[src/rtl/venus_wb_pkg.sv]
// ----------------------------------------------------------------------------
// venus_wb_pkg
// Shared definitions for the write-back arbiter slice: default widths, the
// write-back request record, and a small modulo-increment helper used by the
// round-robin pointer.
// ----------------------------------------------------------------------------
package venus_wb_pkg;

    localparam int NUM_REQ = 3;   // default number of write-back requesters
    localparam int DATA_W  = 32;  // register data width
    localparam int AW      = 5;   // register address width (2**AW registers)
    localparam int FLAG_W  = 6;   // flag register width

    // One pending write-back as seen by the arbiter.
    typedef struct packed {
        logic [AW-1:0]     addr;
        logic [DATA_W-1:0] data;
        logic              flag_we;
        logic [FLAG_W-1:0] flag;
    } wb_req_t;

    // Next index after idx in a ring of n entries.
    function automatic int wrap_inc(int idx, int n);
        return (idx + 1 >= n) ? 0 : idx + 1;
    endfunction

endpackage

[src/rtl/writeback_arbiter_if.sv]
// ----------------------------------------------------------------------------
// writeback_arbiter_if
// Requester side of the write-back arbiter: per-requester valid/ready plus the
// packed address, data and flag fields (requester i occupies the LSB-first
// slice i).
//   master : execute units (drive valid/addr/data/flags, observe ready)
//   slave  : the arbiter (observes requests, drives ready)
// ----------------------------------------------------------------------------
interface writeback_arbiter_if #(
    parameter int NUM_REQ = venus_wb_pkg::NUM_REQ,
    parameter int DATA_W  = venus_wb_pkg::DATA_W,
    parameter int AW      = venus_wb_pkg::AW,
    parameter int FLAG_W  = venus_wb_pkg::FLAG_W
);

    logic [NUM_REQ-1:0]        req_valid_i;
    logic [NUM_REQ-1:0]        req_ready_o;
    logic [NUM_REQ*AW-1:0]     req_addr_i;
    logic [NUM_REQ*DATA_W-1:0] req_data_i;
    logic [NUM_REQ-1:0]        req_flag_we_i;
    logic [NUM_REQ*FLAG_W-1:0] req_flag_i;

    modport master (
        output req_valid_i, req_addr_i, req_data_i, req_flag_we_i, req_flag_i,
        input  req_ready_o
    );

    modport slave (
        input  req_valid_i, req_addr_i, req_data_i, req_flag_we_i, req_flag_i,
        output req_ready_o
    );

endinterface

[src/rtl/writeback_arbiter_rr.sv]
// ----------------------------------------------------------------------------
// rr_arbiter
// Round-robin arbiter. The winner is the first valid index at or after ptr,
// wrapping modulo N; ptr moves to winner+1 whenever a grant is issued and
// holds otherwise.
//   clk, rst : clock, asynchronous active-low reset (ptr -> 0)
//   valid    : N request lines
//   grant    : one-hot (or zero) grant, combinational from valid and ptr
// ----------------------------------------------------------------------------
module rr_arbiter
    import venus_wb_pkg::*;
#(
    parameter int N = 3
) (
    input  logic         clk,
    input  logic         rst,
    input  logic [N-1:0] valid,
    output logic [N-1:0] grant
);

    localparam int PW = (N > 1) ? $clog2(N) : 1;

    logic [PW-1:0] ptr;
    logic [PW-1:0] ptr_next;
    logic [N-1:0]  upper_mask;
    logic [N-1:0]  upper;
    logic [N-1:0]  pick_src;

    // Requests at or above ptr take priority; if there are none the search
    // has wrapped and the lowest valid index wins. Isolating the lowest set
    // bit of the chosen vector yields a one-hot grant.
    // NOTE: every signal written here gets a default first, so no path leaves
    // a value unassigned and no latch is inferred.
    always_comb begin
        upper_mask = ~((N'(1) << ptr) - N'(1));
        upper      = valid & upper_mask;
        pick_src   = (|upper) ? upper : valid;
        grant      = pick_src & (~pick_src + N'(1));
        ptr_next   = ptr;
        for (int i = 0; i < N; i++) begin
            if (grant[i]) begin
                ptr_next = PW'(wrap_inc(i, N));
            end
        end
    end

    // NOTE: sequential state uses non-blocking assignments so every register
    // samples pre-edge values regardless of block evaluation order.
    always_ff @(posedge clk or negedge rst) begin
        if (!rst) begin
            ptr <= '0;
        end else begin
            ptr <= ptr_next;
        end
    end

endmodule

[src/rtl/writeback_arbiter.sv]
// ----------------------------------------------------------------------------
// writeback_arbiter
// Shares the single register-file write-back port and the flag register write
// among NUM_REQ execute units (round-robin, valid/ready), and keeps the
// per-register reservation scoreboard exposed as busy_o.
//   clk, rst        : clock, asynchronous active-low reset
//   req_if (slave)  : requester valid/ready, addr, data, flag_we, flag
//   rsv_valid_i/rsv_addr_i/rsv_ready_o : issue-stage reservation handshake
//   busy_o          : reservation bitmap, 1 = write outstanding
//   wb_o/wb_addr_o/wb_data_o     : registered register-file write port
//   flag_write_o/flag_data_o     : registered flag register write port
// Optional build macro WB_ARB_ERR_EN adds err_o, a sticky flag raised when a
// write-back retires to a register that was not reserved.
// The parameters must match those of the connected interface instance.
// ----------------------------------------------------------------------------
module writeback_arbiter #(
    parameter int NUM_REQ = venus_wb_pkg::NUM_REQ,
    parameter int DATA_W  = venus_wb_pkg::DATA_W,
    parameter int AW      = venus_wb_pkg::AW,
    parameter int FLAG_W  = venus_wb_pkg::FLAG_W
) (
    input  logic                clk,
    input  logic                rst,
    writeback_arbiter_if.slave  req_if,
    input  logic                rsv_valid_i,
    input  logic [AW-1:0]       rsv_addr_i,
    output logic                rsv_ready_o,
    output logic [2**AW-1:0]    busy_o,
    output logic                wb_o,
    output logic [AW-1:0]       wb_addr_o,
    output logic [DATA_W-1:0]   wb_data_o,
    output logic                flag_write_o,
    output logic [FLAG_W-1:0]   flag_data_o
`ifdef WB_ARB_ERR_EN
    ,
    output logic                err_o
`endif
);

    localparam int NREG = 2**AW;

    logic [NUM_REQ-1:0] grant;
    logic [NUM_REQ-1:0] ready;
    logic               any_grant;
    logic [AW-1:0]      sel_addr;
    logic [DATA_W-1:0]  sel_data;
    logic               sel_flag_we;
    logic [FLAG_W-1:0]  sel_flag;
    logic [NREG-1:0]    set_mask;
    logic [NREG-1:0]    clr_mask;

    rr_arbiter #(.N(NUM_REQ)) u_rr (
        .clk   (clk),
        .rst   (rst),
        .valid (req_if.req_valid_i),
        .grant (grant)
    );

    // Handshakes are suppressed while reset is held so nothing is accepted
    // into a pipeline that reset is about to discard.
    assign ready              = grant & {NUM_REQ{rst}};
    assign req_if.req_ready_o = ready;
    assign any_grant          = |ready;

    // A busy register is refused (WAW stall); the issue stage retries.
    assign rsv_ready_o = rst & rsv_valid_i & ~busy_o[rsv_addr_i];

    // Steer the winning requester's fields to the output stage.
    always_comb begin
        sel_addr    = '0;
        sel_data    = '0;
        sel_flag_we = 1'b0;
        sel_flag    = '0;
        for (int i = 0; i < NUM_REQ; i++) begin
            if (ready[i]) begin
                sel_addr    = req_if.req_addr_i[i*AW +: AW];
                sel_data    = req_if.req_data_i[i*DATA_W +: DATA_W];
                sel_flag_we = req_if.req_flag_we_i[i];
                sel_flag    = req_if.req_flag_i[i*FLAG_W +: FLAG_W];
            end
        end
    end

    // Output stage: strobes pulse for one cycle per accepted request; data
    // fields hold their last value while the strobes are low.
    always_ff @(posedge clk or negedge rst) begin
        if (!rst) begin
            wb_o         <= 1'b0;
            wb_addr_o    <= '0;
            wb_data_o    <= '0;
            flag_write_o <= 1'b0;
            flag_data_o  <= '0;
        end else begin
            wb_o         <= any_grant;
            flag_write_o <= any_grant & sel_flag_we;
            if (any_grant) begin
                wb_addr_o <= sel_addr;
                wb_data_o <= sel_data;
            end
            if (any_grant && sel_flag_we) begin
                flag_data_o <= sel_flag;
            end
        end
    end

    // The clear retires the write-back currently on the port (the register
    // cell writes at the end of this cycle); a same-edge set of the same
    // register wins because it is OR-ed in after the clear.
    always_comb begin
        set_mask = '0;
        clr_mask = '0;
        if (rsv_ready_o) begin
            set_mask[rsv_addr_i] = 1'b1;
        end
        if (wb_o) begin
            clr_mask[wb_addr_o] = 1'b1;
        end
    end

    // NOTE: the scoreboard is a flop bitmap, not a RAM, and must be reset:
    // stale reservations after reset would stall issue forever.
    always_ff @(posedge clk or negedge rst) begin
        if (!rst) begin
            busy_o <= '0;
        end else begin
            busy_o <= (busy_o & ~clr_mask) | set_mask;
        end
    end

`ifdef WB_ARB_ERR_EN
    // Sticky: a retiring write-back whose register was not reserved.
    always_ff @(posedge clk or negedge rst) begin
        if (!rst) begin
            err_o <= 1'b0;
        end else if (wb_o && !busy_o[wb_addr_o]) begin
            err_o <= 1'b1;
        end
    end
`endif

endmodule

[src/flat_wrapper.sv]
// flat-port wrapper written by rule: the top's interface ports become plain ports
module writeback_arbiter_flat 
#(
    parameter int NUM_REQ = venus_wb_pkg::NUM_REQ,
    parameter int DATA_W  = venus_wb_pkg::DATA_W,
    parameter int AW      = venus_wb_pkg::AW,
    parameter int FLAG_W  = venus_wb_pkg::FLAG_W
)
  (clk, rst, rsv_valid_i, rsv_addr_i, rsv_ready_o, busy_o, wb_o, wb_addr_o, wb_data_o, flag_write_o, flag_data_o, req_if_req_valid_i, req_if_req_addr_i, req_if_req_data_i, req_if_req_flag_we_i, req_if_req_flag_i, req_if_req_ready_o);
  writeback_arbiter_if #(.NUM_REQ(NUM_REQ), .DATA_W(DATA_W), .AW(AW), .FLAG_W(FLAG_W)) req_if_i ();
  input  logic clk;
  input  logic rst;
  input  logic rsv_valid_i;
  input  logic [AW-1:0] rsv_addr_i;
  output logic rsv_ready_o;
  output logic [2**AW-1:0] busy_o;
  output logic wb_o;
  output logic [AW-1:0] wb_addr_o;
  output logic [DATA_W-1:0] wb_data_o;
  output logic flag_write_o;
  output logic [FLAG_W-1:0] flag_data_o;
  input wire logic [$bits(req_if_i.req_valid_i)-1:0] req_if_req_valid_i;
  input wire logic [$bits(req_if_i.req_addr_i)-1:0] req_if_req_addr_i;
  input wire logic [$bits(req_if_i.req_data_i)-1:0] req_if_req_data_i;
  input wire logic [$bits(req_if_i.req_flag_we_i)-1:0] req_if_req_flag_we_i;
  input wire logic [$bits(req_if_i.req_flag_i)-1:0] req_if_req_flag_i;
  output wire logic [$bits(req_if_i.req_ready_o)-1:0] req_if_req_ready_o;
  assign req_if_i.req_valid_i = req_if_req_valid_i;
  assign req_if_i.req_addr_i = req_if_req_addr_i;
  assign req_if_i.req_data_i = req_if_req_data_i;
  assign req_if_i.req_flag_we_i = req_if_req_flag_we_i;
  assign req_if_i.req_flag_i = req_if_req_flag_i;
  assign req_if_req_ready_o = req_if_i.req_ready_o;
  writeback_arbiter #(.NUM_REQ(NUM_REQ), .DATA_W(DATA_W), .AW(AW), .FLAG_W(FLAG_W)) u_core (.clk(clk), .rst(rst), .req_if(req_if_i), .rsv_valid_i(rsv_valid_i), .rsv_addr_i(rsv_addr_i), .rsv_ready_o(rsv_ready_o), .busy_o(busy_o), .wb_o(wb_o), .wb_addr_o(wb_addr_o), .wb_data_o(wb_data_o), .flag_write_o(flag_write_o), .flag_data_o(flag_data_o));
endmodule
[config.mk]
export PLATFORM = sky130hd
export DESIGN_NAME = writeback_arbiter_flat
export DESIGN_NICKNAME = d
export VERILOG_FILES = /design/src/rtl/venus_wb_pkg.sv /design/src/rtl/writeback_arbiter_if.sv /design/src/rtl/writeback_arbiter_rr.sv /design/src/rtl/writeback_arbiter.sv /design/src/flat_wrapper.sv
export SDC_FILE = /design/constraint.sdc
export NUM_CORES = 1
export LEC_CHECK = 0
export ABC_AREA = 1
export CAP_MARGIN = 20
export CORE_UTILIZATION = 30
export DETAILED_ROUTE_END_ITERATION = 10
export GPL_TIMING_DRIVEN = 0
export PLACE_DENSITY_LB_ADDON = 0.1
export SYNTH_ARGS = -nofsm -noshare
export SYNTH_HDL_FRONTEND = slang
export SYNTH_SLANG_ARGS = --single-unit
[constraint.sdc]
create_clock -name clk -period 1.9 [get_ports clk]
set_clock_uncertainty 0.1 [all_clocks]
set_input_delay 0.19 -clock clk [delete_from_list [all_inputs] [get_ports clk]]
set_output_delay 0.19 -clock clk [all_outputs]
set_load 0.1 [all_outputs]
==> results of run 1 <==
-- power breakdown --
group | leakage, uW | internal [uW] | switching [uW]
logic | 0.00238 | 1520 | 5690
clock network | 0.000150 | 1190 | 699
registers | 0.000916 | 2430 | 460
-- cell type report --
| type | instances | area share |
|---|---|---|
| buffer | 28 | 0.0322 |
| clock buffer | 13 | 0.0320 |
| clock inverter | 3 | 0.00864 |
| inverter | 25 | 0.0120 |
| multi-input combinational | 488 | 0.298 |
| sequential | 79 | 0.265 |
| tap | 184 | 0.0295 |
| timing repair buffer | 253 | 0.323 |
-- per-stage QoR --
step                      cells  utilization  hold slack [ps]  setup slack (ps)  area, sq um
after floorplan             622            -             -206              -201         4640
after global placement     1029        0.485              370             -4270         7100
after detailed placement   1030        0.487             24.8             -1470         7130
after CTS                  1064        0.525              322              -181         7690
after global routing       1073        0.534              336              -195         7820
final                      1073        0.534              329             -99.8         7820
-- sequential cells by signal, indices dropped and copies added, names as in the netlist --
signal / cells
u_core.busy_o: 32
u_core.wb_data_o: 32
u_core.flag_data_o: 6
u_core.wb_addr_o: 5
u_core.u_rr.ptr: 2
u_core.flag_write_o: 1
u_core.wb_o: 1
-- worst max-delay path, delay by kind of cell, from the launching register on --
| kind | cells | cell delay (ps) |
|---|---|---|
| simple gates | 9 | 700 |
| flops | 1 | 480 |
| buf+inv | 1 | 180 |
-- cell families after synthesis --
group / after synthesis / synth area share
AND/OR/NAND/NOR: 453 / 0.449
flip-flops: 79 / 0.436
buffers and inverters: 55 / 0.0723
AO/OA/AOI/OAI: 35 / 0.0420
-- layer usage --
metal | vias to the layer above | wire (um) | track usage
met5 | - | 0 | 0
met4 | 0 | 480 | 0.0947
met1 | 2449 | 6660 | 0.256
met2 | 188 | 8730 | 0.399
li1 | 2584 | - | -
met3 | 35 | 1170 | 0.0571
-- cells in the final DEF, fill, tap and decap left out, drive strengths merged, types with 2 or more instances in the layout --
master | synthesis | final
buf | 27 | 57
bufinv | 0 | 2
clkbuf | 3 | 22
clkdlybuf4s15 | 0 | 35
clkdlybuf4s50 | 0 | 137
dfrtp | 79 | 79
dlygate4sd2 | 0 | 39
dlygate4sd3 | 0 | 3
inv | 25 | 25
nand2 | 296 | 296
nand3 | 33 | 33
nand4 | 76 | 76
nor2 | 40 | 40
nor3 | 8 | 8
o21ai | 32 | 32
-- worst paths after layout --
kind | startpoint | end | slack (ps) | cells past startpoint
setup / recovery | u_core.busy_o[8] | rsv_ready_o | -100 | 10
hold / removal | req_if_req_addr_i[8] | u_core.wb_addr_o[3] | 330 | 3
setup reg to reg | u_core.u_rr.ptr[1] | u_core.wb_data_o[5] | 100 | 11
hold reg to reg | u_core.wb_data_o[19] | u_core.wb_data_o[19] | 380 | 2
max in group asynchronous | rst | u_core.busy_o[10] | 820 | 5
min in group asynchronous | rst | u_core.busy_o[28] | 380 | 4
-- what timing repair did --
item                       in CTS  in global routing
buffers inserted               10                 10
setup endpoints to repair     107                 55
pin swaps                      11                 12
hold endpoints to repair       63                  0
cloned                          2                  0
gates resized for setup       174                 47
hold buffers                    6                  0
==> impl_metrics.py, run 1 <==
metrics = {
    "clock_tree": {
        "h-tree-depth": 3,
        "root_buffer": "clkbuf_16",
        "clkSinkCount": 79,
        "numCtsBuffers": 9,
        "clock_latency_ps": 340,
        "cts_max_path_buffers": 2,
        "clkTransAtPathRegs_ps": 60,
        "cts_tree": "built",
    },
    "sta": {
        "tns_ps": -170,
        "worst_pin_slew_ps": 1020,
        "rsz0062_at_grt": "true",
        "max_slew_margin": 0.320,
        "finalSetupViolCount": 2,
        "min_period_ps": 2000,
        "hold_viol_final": 0,
        "slew_violations": 0,
        "fmax_ghz": 0.500,
        "fin_crit_sh": 1.05,
        "timing.final.ws_setup_ps": -99.8,
    },
    "final_layout": {
        "diodes": 0,
        "drive_above_1_share": 0.186,
        "n_fill_cell": 1423,
        "multiInputGateArea_sq_um": 2330,
        "layout.area.seq_sq_um": 2070,
        "area_growth_syn_to_layout_pct": 72.5,
        "nets": 1027,
    },
    "worst_setup_path": {
        "critPathKind": "reg -> out",
        "slowest_stage": "dfrtp_4",
        "max_stage_delay_ps": 480,
        "critPathLaunchType": "flip-flop",
        "cp.required_ps": 1610,
        "crit_fanout": 3,
        "cp.arrival_ps": 1710,
        "cp_cell_sequence": "nand2_2 > nand2_2 > nand2_1 > nand2_1 > nand2_1 > nand2_2 > nor2_8 > nand2_4 > nor2_4 > buf_12",
        "worst_setup_path_end_kind": "output pin",
    },
    "route": {
        "dr.pass1.iters": 8,
        "drt_iter0_markers": 283,
        "routedWlPerCell_um": 15.9,
        "avgViaCountPerCell": 4.90,
        "vias": 5256,
        "wl_mm": 17.1,
        "final_antenna_net_count": 0,
        "route.detailed.drc": 15,
    },
    "synth": {
        "async_flop_share": 1.00,
        "ys_top_cells_by_area": "dfrtp_1, nand2_1, nand4_1",
        "yosysTopAreaCell": "dfrtp_1",
        "synth-seq-cells": 79,
        "synthFlopType": "dfrtp_1",
        "syn_inst": 622,
        "synth.cells.most_frequent": "nand2_1, dfrtp_1, nand4_1",
        "yosysMostFrequentCell": "nand2_1",
        "postSynthAreaPerCell_sq_um": 7.29,
        "synth-seq-area-share": 0.436,
        "synth_nets": 765,
        "synth_edf_count": 0,
        "yosys_warnings": 0,
        "yosysTopAreaCellShare": 0.436,
        "syn_area_sq_um": 4530,
        "yosys.cell_types.count": 22,
    },
    "placed_design": {
        "dp_hpwl_mm": 12.7,
        "portBuffers": 223,
        "place_congestion": 0.868,
    },
    "run_status": {
        "status": "complete, but fails checks",
        "violations": "DRC, setup timing",
    },
    "die": {
        "rows": 44,
        "ios": 224,
        "fp.dieW_um": 125,
        "initial_utilization": 0.309,
        "dieArea_sq_um": 15600,
        "core_area_sq_um": 14600,
        "die_h_um": 125,
    },
    "grt": {
        "grt_pass1_vias": 5223,
        "antenna_found_initial": 0,
        "grt_max_degree": 29,
        "grt_pass1_wl_mm": 27.2,
        "globalRouteTotalUtil": 0.224,
        "gr-total-overflow": 0,
    },
    "hold_path": {
        "hp-class": "in -> reg",
    },
    "power_and_ir_drop": {
        "powerDensity_nw_per_um2": 1530,
        "power_uw": 12000,
        "ir_worst_vdd_uv": 795,
        "leakagePower_uw": 0.00345,
    },
    "job": {
        "drv_cap": 0,
    },
}
Note: power is estimated with default switching activity, not from simulation.
==> inputs of run 2 (changes only) <==
==> constraint.sdc (replaced) <==
create_clock -name clk -period 2.6 [get_ports clk]
set_clock_uncertainty 0.1 [all_clocks]
set_input_delay 0.26 -clock clk [delete_from_list [all_inputs] [get_ports clk]]
set_output_delay 0.26 -clock clk [all_outputs]
set_load 0.1 [all_outputs]
==> run 2 against run 1 <==
The run ends with DRC left; setup slack improved by 230 ps; non-clock buffer count fell by 18; critical path type is now in -> out; worst hold slack improved by 52 ps; sequential cell count is the same; utilization down 1.9 points; sequential share of layout area shrank 0.24 points; clock power is 19% lower; design area decreased by 3.6%.
==> impl_metrics.py, run 2 (same netlist as run 1, synthesis figures left out) <==
metrics = {
    "sta": {
        "fmax_ghz": 0.405,
        "max_slew_margin": 0.303,
        "worst_pin_slew_ps": 1040,
        "hold_viol_final": 0,
        "rsz0062_at_grt": "false",
        "finalSetupViolCount": 0,
        "timing.final.ws_setup_ps": 131,
        "whs_ps": 381,
        "fin_crit_sh": 0.949,
        "min_period_ps": 2470,
        "slew_violations": 0,
    },
    "grt": {
        "grt_pass1_vias": 5111,
        "grt_pass1_wl_mm": 26.7,
        "globalRouteTotalUtil": 0.223,
        "antenna_found_initial": 0,
        "gr-total-overflow": 0,
        "grt_max_degree": 33,
    },
    "placed_design": {
        "place_congestion": 0.879,
        "place_area_sq_um": 7020,
        "dp.cells": 1030,
        "place_ws_ps": -993,
        "dp_hpwl_mm": 13.1,
        "portBuffers": 223,
    },
    "die": {
        "rows": 44,
        "ios": 224,
        "initial_utilization": 0.309,
        "core_area_sq_um": 14600,
        "dieArea_sq_um": 15600,
        "die_h_um": 125,
        "fp.dieW_um": 125,
    },
    "clock_tree": {
        "clkSinkCount": 79,
        "cts_max_path_buffers": 2,
        "h-tree-depth": 3,
        "clkTransAtPathRegs_ps": 60,
        "clock_latency_ps": 350,
        "numCtsBuffers": 9,
        "cts_tree": "built",
        "root_buffer": "clkbuf_16",
    },
    "route": {
        "final_antenna_net_count": 0,
        "vias": 5166,
        "wl_mm": 17.0,
        "avgViaCountPerCell": 4.90,
        "route.detailed.drc": 6,
        "dr.pass1.iters": 8,
        "routedWlPerCell_um": 16.1,
        "drt_iter0_markers": 243,
    },
    "final_layout": {
        "area_growth_syn_to_layout_pct": 66.2,
        "nets": 1009,
        "reg.largest.list": "u_core.busy_o (32), u_core.wb_data_o (32), u_core.flag_data_o (6)",
        "stdcell_area_sq_um": 7530,
        "n_fill_cell": 1414,
        "drive_above_1_share": 0.0873,
        "mostFrequentLayoutCells": "nand2_1, clkdlybuf4s50_1, dfrtp_1, nand4_1, nor2_1",
        "diodes": 0,
        "layout_commonest_cell": "nand2_1",
        "fin_cells": 1055,
    },
    "worst_setup_path": {
        "critPathLaunchType": "input port",
        "critical_path.top_delay_family": "buffers and inverters",
        "path_buf_inv": 5,
        "cp.arrival_ps": 2110,
        "cp.required_ps": 2240,
        "slowest_stage": "clkdlybuf4s50_1",
        "cp_cell_sequence": "clkdlybuf4s50_1 > inv_2 > buf_6 > nand3_1 > nand2_2 > nor2_4 > nor2_4 > nor2_8 > buf_6 > nand2_1 > nor2_4 > buf_12",
        "ff2ff_path_depth": 7,
        "critPathMostFrequentCell": "nor2_4",
        "critPathKind": "in -> out",
        "cp.depth": 12,
        "worst_setup_path_end_kind": "output pin",
        "max_stage_delay_ps": 520,
        "crit_fanout": 10,
    },
    "power_and_ir_drop": {
        "leakagePower_uw": 0.00325,
        "swShare": 0.555,
        "power_uw": 8930,
        "p_int_uw": 3970,
        "p_comb_frac": 0.604,
        "clkPwrFrac": 0.173,
        "powerDensity_nw_per_um2": 1190,
        "p_seq_frac": 0.223,
        "ir_worst_vdd_uv": 531,
        "p_sw_uw": 4960,
    },
    "hold_path": {
        "hold_depth": 2,
        "hp-class": "reg -> reg",
    },
    "run_status": {
        "violations": "DRC",
        "status": "complete, but fails checks",
    },
    "job": {
        "drv_cap": 0,
    },
}
run 2: changes by cell type in the layout (fill, tap and decap cells not counted), sizes merged:
cell / change
bufinv: +2
clkinv: +1
clkdlybuf4s15: -35
dlygate4sd2: -39
clkbuf: -9
buf: -19
clkdlybuf4s50: +81
run 2: power by group through the flow:
stage | clock network (uW) | registers, uW | logic [uW]
after detailed placement | 0 | 2010 | 5380
final | 1540 | 1990 | 5400
after floorplan | 0 | 5040 | 851
after global routing | 1620 | 2060 | 5600
after global placement | 0 | 1990 | 5370
after CTS | 1580 | 2000 | 5410
run 2: path summary, 6_finish.rpt:
| path | end | startpoint | slack [ps] |
|---|---|---|---|
| max | rsv_ready_o | rsv_addr_i[0] | 130 |
| min | u_core.wb_data_o[4] | u_core.wb_data_o[4] | 380 |
| max reg2reg | u_core.wb_data_o[24] | u_core.u_rr.ptr[1] | 820 |
| min reg2reg | u_core.wb_data_o[4] | u_core.wb_data_o[4] | 380 |
| max in group asynchronous | u_core.wb_data_o[2] | rst | 1700 |
| min in group asynchronous | u_core.busy_o[2] | rst | 440 |
run 2: metal layers:
| metal | up-vias | share of wire | global-route usage | wire length [um] |
|---|---|---|---|---|
| li1 | 2553 | - | - | - |
| met1 | 2380 | 0.39 | 0.244 | 6600 |
| met2 | 207 | 0.51 | 0.405 | 8670 |
| met3 | 26 | 0.076 | 0.0580 | 1300 |
| met4 | 0 | 0.027 | 0.103 | 452 |
| met5 | - | 0 | 0 | 0 |
run 2: per-stage QoR:
stage,TNS (ps),utilization
final,0,0.514
after global routing,0,0.514
after CTS,0,0.513
after detailed placement,-3810,0.480
after global placement,-353910,0.478
after floorplan,0,-
run 2: final cells by class:
| cell class | instances | area [sq um] | share of cell area |
|---|---|---|---|
| clock buffers | 10 | 229 | 0.0304 |
| multi-input cells | 488 | 2230 | 0.296 |
| clock inverters | 6 | 133 | 0.0176 |
| repair buffers | 233 | 2400 | 0.319 |
| well taps | 184 | 230 | 0.0306 |
| plain buffers | 30 | 234 | 0.0311 |
| inverters | 25 | 93.8 | 0.0125 |
| flip-flops and latches | 79 | 1980 | 0.262 |
run 2: worst register-to-register path, cell delays in order (launching register included):
cell and delay, ps:
dfrtp_1 380, inv_2 60, nand2_1 70, nand3_2 130
a21oi_4 340, clkbuf_1 410, nand2_1 100, nand4_1 120
run 2: repair_timing:
item,in CTS,in global routing
setup buffers,0,2
hold buffers,6,0
hold endpoints to repair,32,0
gates resized for setup,26,3
gates cloned,1,0
pin swaps,0,1
setup endpoints to repair,4,1
==> inputs of run 3 (changes only) <==
--- a/config.mk
+++ b/config.mk
@@ -6,7 +6,7 @@
 export NUM_CORES = 1
 export LEC_CHECK = 0
 export ABC_AREA = 1
-export CAP_MARGIN = 20
+export CAP_MARGIN = 15
 export CORE_UTILIZATION = 30
 export DETAILED_ROUTE_END_ITERATION = 10
 export GPL_TIMING_DRIVEN = 0
==> results of run 3 <==
The final DEF is identical to that of run 2; final timing and power are the same.
==> variant 1, RTL diff (config.mk and constraints of run 1) <==
Set the package constant `AW` to 6 (it was 5).
--- a/src/rtl/venus_wb_pkg.sv
+++ b/src/rtl/venus_wb_pkg.sv
@@ -9,5 +9,5 @@
     localparam int NUM_REQ = 3;   // default number of write-back requesters
     localparam int DATA_W  = 32;  // register data width
-    localparam int AW      = 5;   // register address width (2**AW registers)
+    localparam int AW      = 6;   // register address width (2**AW registers)
     localparam int FLAG_W  = 6;   // flag register width
 
Ports: changed (resized busy_o, req_if_req_addr_i, rsv_addr_i and wb_addr_o); port bits go from 224 to 261. No check against the original RTL was run, so the function may have changed too.
==> variant 1 against run 1 <==
The flow finishes with violations (setup timing). Setup slack worse by 0.33 ns. Power up 45%. Utilization down 2.0 points. Routed wire length up 62%. Area after synthesis up 41%. First-iteration DRC count up 83%. Final area up 35%. Sequential cell count up 33. Highest routed layer unchanged.
==> variant 1: results (changes against run 1) <==
metric	value	unit	change
global-route wire length before repair	41.59	mm	+53%
Initial DRT Pass Iterations	6		-2
Post-DP HPWL	19.19	mm	+51%
status	finished, violations left		
syn_nets	1038		+36%
largest net degree at the start of global routing	42		+45%
Synth area leaders	dfrtp_1 (44%), nand2_1 (22%), nand4_1 (7.0%)		
setup violators final	50		+48
final wirelength	27.55	mm	+62%
Compound-Gate Fraction of Synth Area	10.20	%	+6.0 points
failing checks	setup timing		
Worst Setup SP	u_core.busy_o[14]$_DFF_PN0_		
DRT met1 WL	11.01	mm	+65%
total setup buffers inserted after CTS	12		+2
R2R cell count	15		+4
maximum VDD drop	0.5680	mV	-29%
sequential area share after synthesis	43.96	%	+0.33 points
met2 wire len	13.60	mm	+56%
Routed WL per cell	18.77	µm	+18%
share of post-route cells with drive strength above 1	23.46	%	+4.9 points
GR Util met2	43.58	%	+3.7 points
I/O Buffers	259		+16%
Skew-Pair Late Insertion Delay	0.36	ns	+0.02 ns
DP Cell Count	1421		+38%
Reg clk slew, reported paths	0.08	ns	+0.02 ns
DP Area	0.009465	mm²	+33%
vias per inst	5.036		+2.8%
Synth cell types	24		+9.1%
Pleak	4.492	nW	+30%
P_sw	10.33	mW	+51%
reg2reg setup slack	-0.08	ns	-0.18 ns
Max transition margin	33.37	%	+1.3 points
Gate Count Post-Synth	891		+43%
number of fill cells	2075		+46%
fin worst setup slack	-0.4309	ns	-0.3311 ns
vias in the first global route	7146		+37%
Detailed Route Iter0 Violations	517		+83%
met3 GRT Util	5.309	%	-0.40 points
Resized Gates After CTS	284		+63%
M1 GR Usage	31.03	%	+5.5 points
CP max-delay cell	dfrtp_4		
GR Util All Layers	25.51	%	+3.1 points
pre-CTS WS	-1.777	ns	-0.3088 ns
Post-synth top cells	nand2_1 (366), dfrtp_1 (112), nand4_1 (71)		
NumNets Final	1340		+30%
CP Data Arrival Time	2.04	ns	+0.33 ns
Sw Ratio	59.56	%	+2.4 points
r2r endpoint	u_core.busy_o[17]$_DFF_PN0_		
variant 1: changes by cell type in the layout (fill, tap and decap cells not counted), sizes merged, moves of 12 or more:
cell	delta
buf	+14
nand2	+70
a22oi	+38
nand3	+31
dlygate4sd2	-32
clkbuf	+32
dfrtp	+33
clkdlybuf4s15	+39
inv	+12
o21ai	+34
nor2	+27
variant 1: worst min path at each step:
| stage | from | end | cells after the start | slack [ns] |
|---|---|---|---|---|
| 2_1_floorplan | rst | u_core.busy_o[0]$_DFF_PN0_ | 0 | -0.21 |
| 3_3_place_gp | u_core.wb_data_o[11]$_DFFE_PN0P_ | u_core.wb_data_o[11]$_DFFE_PN0P_ | 2 | 0.38 |
| 3_5_place_dp | rst | u_core.busy_o[13]$_DFF_PN0_ | 1 | 0.01 |
| 4_1_cts | req_if_req_data_i[89] | u_core.wb_data_o[25]$_DFFE_PN0P_ | 3 | 0.27 |
| 5_1_grt | req_if_req_data_i[94] | u_core.wb_data_o[30]$_DFFE_PN0P_ | 3 | 0.28 |
| 6_report | req_if_req_data_i[85] | u_core.wb_data_o[21]$_DFFE_PN0P_ | 3 | 0.27 |
variant 1: logic make-up (layout without fill, tap and decap cells):
kind of cell    count (synthesis)  after routing
compound gates                108            108
buf+inv                        86            393
flops                         112            112
simple gates                  585            585
variant 1: layout make-up:
| class | count | area (µm²) | share of cell area, % |
|---|---|---|---|
| multi-input cells | 693 | 3420 | 32.39 |
| well taps | 270 | 337.8 | 3.200 |
| inverters | 35 | 133.9 | 1.268 |
| plain buffers | 51 | 424.2 | 4.018 |
| clock buffers | 10 | 229.0 | 2.169 |
| clock inverters | 6 | 137.6 | 1.304 |
| flip-flops and latches | 112 | 2908 | 27.54 |
| repair buffers | 291 | 2968 | 28.11 |
==> variant 2, RTL diff (config.mk and constraints of run 1) <==
Without the edit above. The output `flag_write_o` loses its register stage (`flag_write_o` becomes a continuous assignment). Comments in the files are not updated.
--- a/src/rtl/writeback_arbiter.sv
+++ b/src/rtl/writeback_arbiter.sv
@@ -89,9 +89,7 @@
             wb_addr_o    <= '0;
             wb_data_o    <= '0;
-            flag_write_o <= 1'b0;
             flag_data_o  <= '0;
         end else begin
             wb_o         <= any_grant;
-            flag_write_o <= any_grant & sel_flag_we;
             if (any_grant) begin
                 wb_addr_o <= sel_addr;
@@ -103,4 +101,6 @@
         end
     end
+
+    assign flag_write_o = any_grant & sel_flag_we;
 
     // The clear retires the write-back currently on the port (the register
Behaviour: not the same (a bounded check fails within 4 cycles, from zero or initial values and one cycle with rst low).
==> variant 2 against run 1 <==
The flow finishes with violations (setup timing). Setup slack got worse by 0.022 ns. Largest cell class unchanged. Synthesized cell count fell by 0.16%. Area after synthesis fell by 0.55%. Count of clock-buffer cells in the layout fell by 2. Sequential cell count fell by 1. Combinational power rose by 2%. Power fell by 0.66%. Critical endpoint is now req_if_req_ready_o[2]. Final area rose by 2.0%. Clock power fell by 9.5%. Register-to-register slack got worse by 0.07 ns. Routed wire length rose by 5.8%.
==> variant 2: results (changes against run 1) <==
metric	value	unit	change
final wirelength	18.03	mm	+5.8%
vias per inst	4.912		+0.27%
sequential area share after synthesis	43.31	%	-0.31 points
met3 wire len	1.276	mm	+8.7%
fin worst setup slack	-0.1216	ns	-0.02178 ns
CP peak stage delay	0.42	ns	-0.06 ns
Placer Congestion	0.8770		+1.1%
met3 GRT Util	6.314	%	+0.60 points
final-layout clock buffer total	11		-2
largest net degree at the start of global routing	30		+3.4%
Initial DRT Pass Iterations	5		-3
status	finished, violations left		
Post-Synth XOR/XNOR Area	0	%	unchanged
Synth area leaders	dfrtp_1 (43%), nand2_1 (24%), nand4_1 (11%)		
Post-DP HPWL	12.78	mm	+0.76%
total clock sinks	78		-1.3%
Signal buffers	296		+5.3%
post-synthesis mux area share	0	%	unchanged
DRT met1 WL	7.095	mm	+6.5%
crit-path max FO	4		+1
vias in the first global route	5594		+7.1%
fraction of area in multi-input gates	29.96	%	+0.21 points
Slew @ Worst Pin	1.008	ns	-0.01581 ns
Reg clk slew, reported paths	0.06	ns	about the same
Reg area	0.002044	mm²	-1.2%
share of post-route cells with drive strength above 1	22.48	%	+3.9 points
number of fill cells	1377		-3.2%
NumNets Final	1041		+1.4%
Clock buffers and inverters, area share	3.547	%	-0.52 points
pre-CTS WS	-1.599	ns	-0.1314 ns
maximum VDD drop	0.8741	mV	+9.9%
failing checks	setup timing		
Pleak	3.538	nW	+2.6%
total number of vias	5339		+1.6%
Avg Synthesized Cell Area	7.257	µm²	-0.39%
setup violators final	5		+3
Compound-Gate Fraction of Synth Area	4.220	%	+0.023 points
Detailed Route Iter0 Violations	347		+23%
GR Util met2	40.66	%	+0.80 points
min-delay worst type	primary input to async pin		
GR Util All Layers	23.82	%	+1.4 points
H-Tree Level Count	3		unchanged
Root Buffer	clkbuf_16		
M1 GR Usage	27.42	%	+1.9 points
syn_nets	764		-0.13%
CP max-delay cell	dfrtp_1		
global-route wire length before repair	28.79	mm	+5.9%
Post-synth top cells	nand2_1 (291), dfrtp_1 (78), nand4_1 (76)		
non-clock buffer share of cell area	36.74	%	+1.2 points
-- variant 2: repair_timing --
item,in CTS,in global routing
buffers inserted,22,16
pin swaps,16,13
gates cloned,2,1
hold buffers,4,0
endpoints found under the setup margin,107,64
gates resized for setup,203,79
endpoints found under the hold margin,49,0
-- variant 2: through the flow --
step / setup TNS [ns] / area (µm²)
floorplan: -0.2014 / 4622
global route: -1.688 / 7971
finish: -0.4828 / 7971
detailed placement: -32.27 / 7109
global placement: -456.77 / 7084
CTS: -0.6189 / 7765
-- variant 2: worst paths after layout --
path / from / end / slack (ns) / cells past startpoint
setup / recovery: u_core.u_rr.ptr[1]$_DFFE_PN0P_ / req_if_req_ready_o[2] / -0.12 / 8
hold / removal: rst / u_core.busy_o[27]$_DFF_PN0_ / 0.15 / 2
setup reg to reg: u_core.u_rr.ptr[1]$_DFFE_PN0P_ / u_core.flag_data_o[3]$_DFFE_PN0P_ / 0.03 / 12
hold reg to reg: u_core.wb_data_o[30]$_DFFE_PN0P_ / u_core.wb_data_o[30]$_DFFE_PN0P_ / 0.38 / 2
max in group asynchronous: rst / u_core.wb_data_o[13]$_DFFE_PN0P_ / 1.02 / 3
min in group clk: req_if_req_data_i[52] / u_core.wb_data_o[20]$_DFFE_PN0P_ / 0.32 / 3
-- variant 2: power breakdown --
part / internal, mW / switching (mW)
sequential: 2.40 / 0.471
combinational: 1.56 / 5.75
clock: 1.01 / 0.704
total: 4.98 / 6.93
-- variant 2: worst register-to-register path: stages, from the launching register on --
cell     delay [ns]
dfrtp_1        0.42
inv_2          0.10
nand3_2        0.17
nand3_2        0.16
nor2_4         0.06
buf_6          0.12
buf_4          0.12
buf_4          0.12
buf_4          0.14
nand2_1        0.05
nand3_1        0.06
nand2_1        0.08
nand2_1        0.06
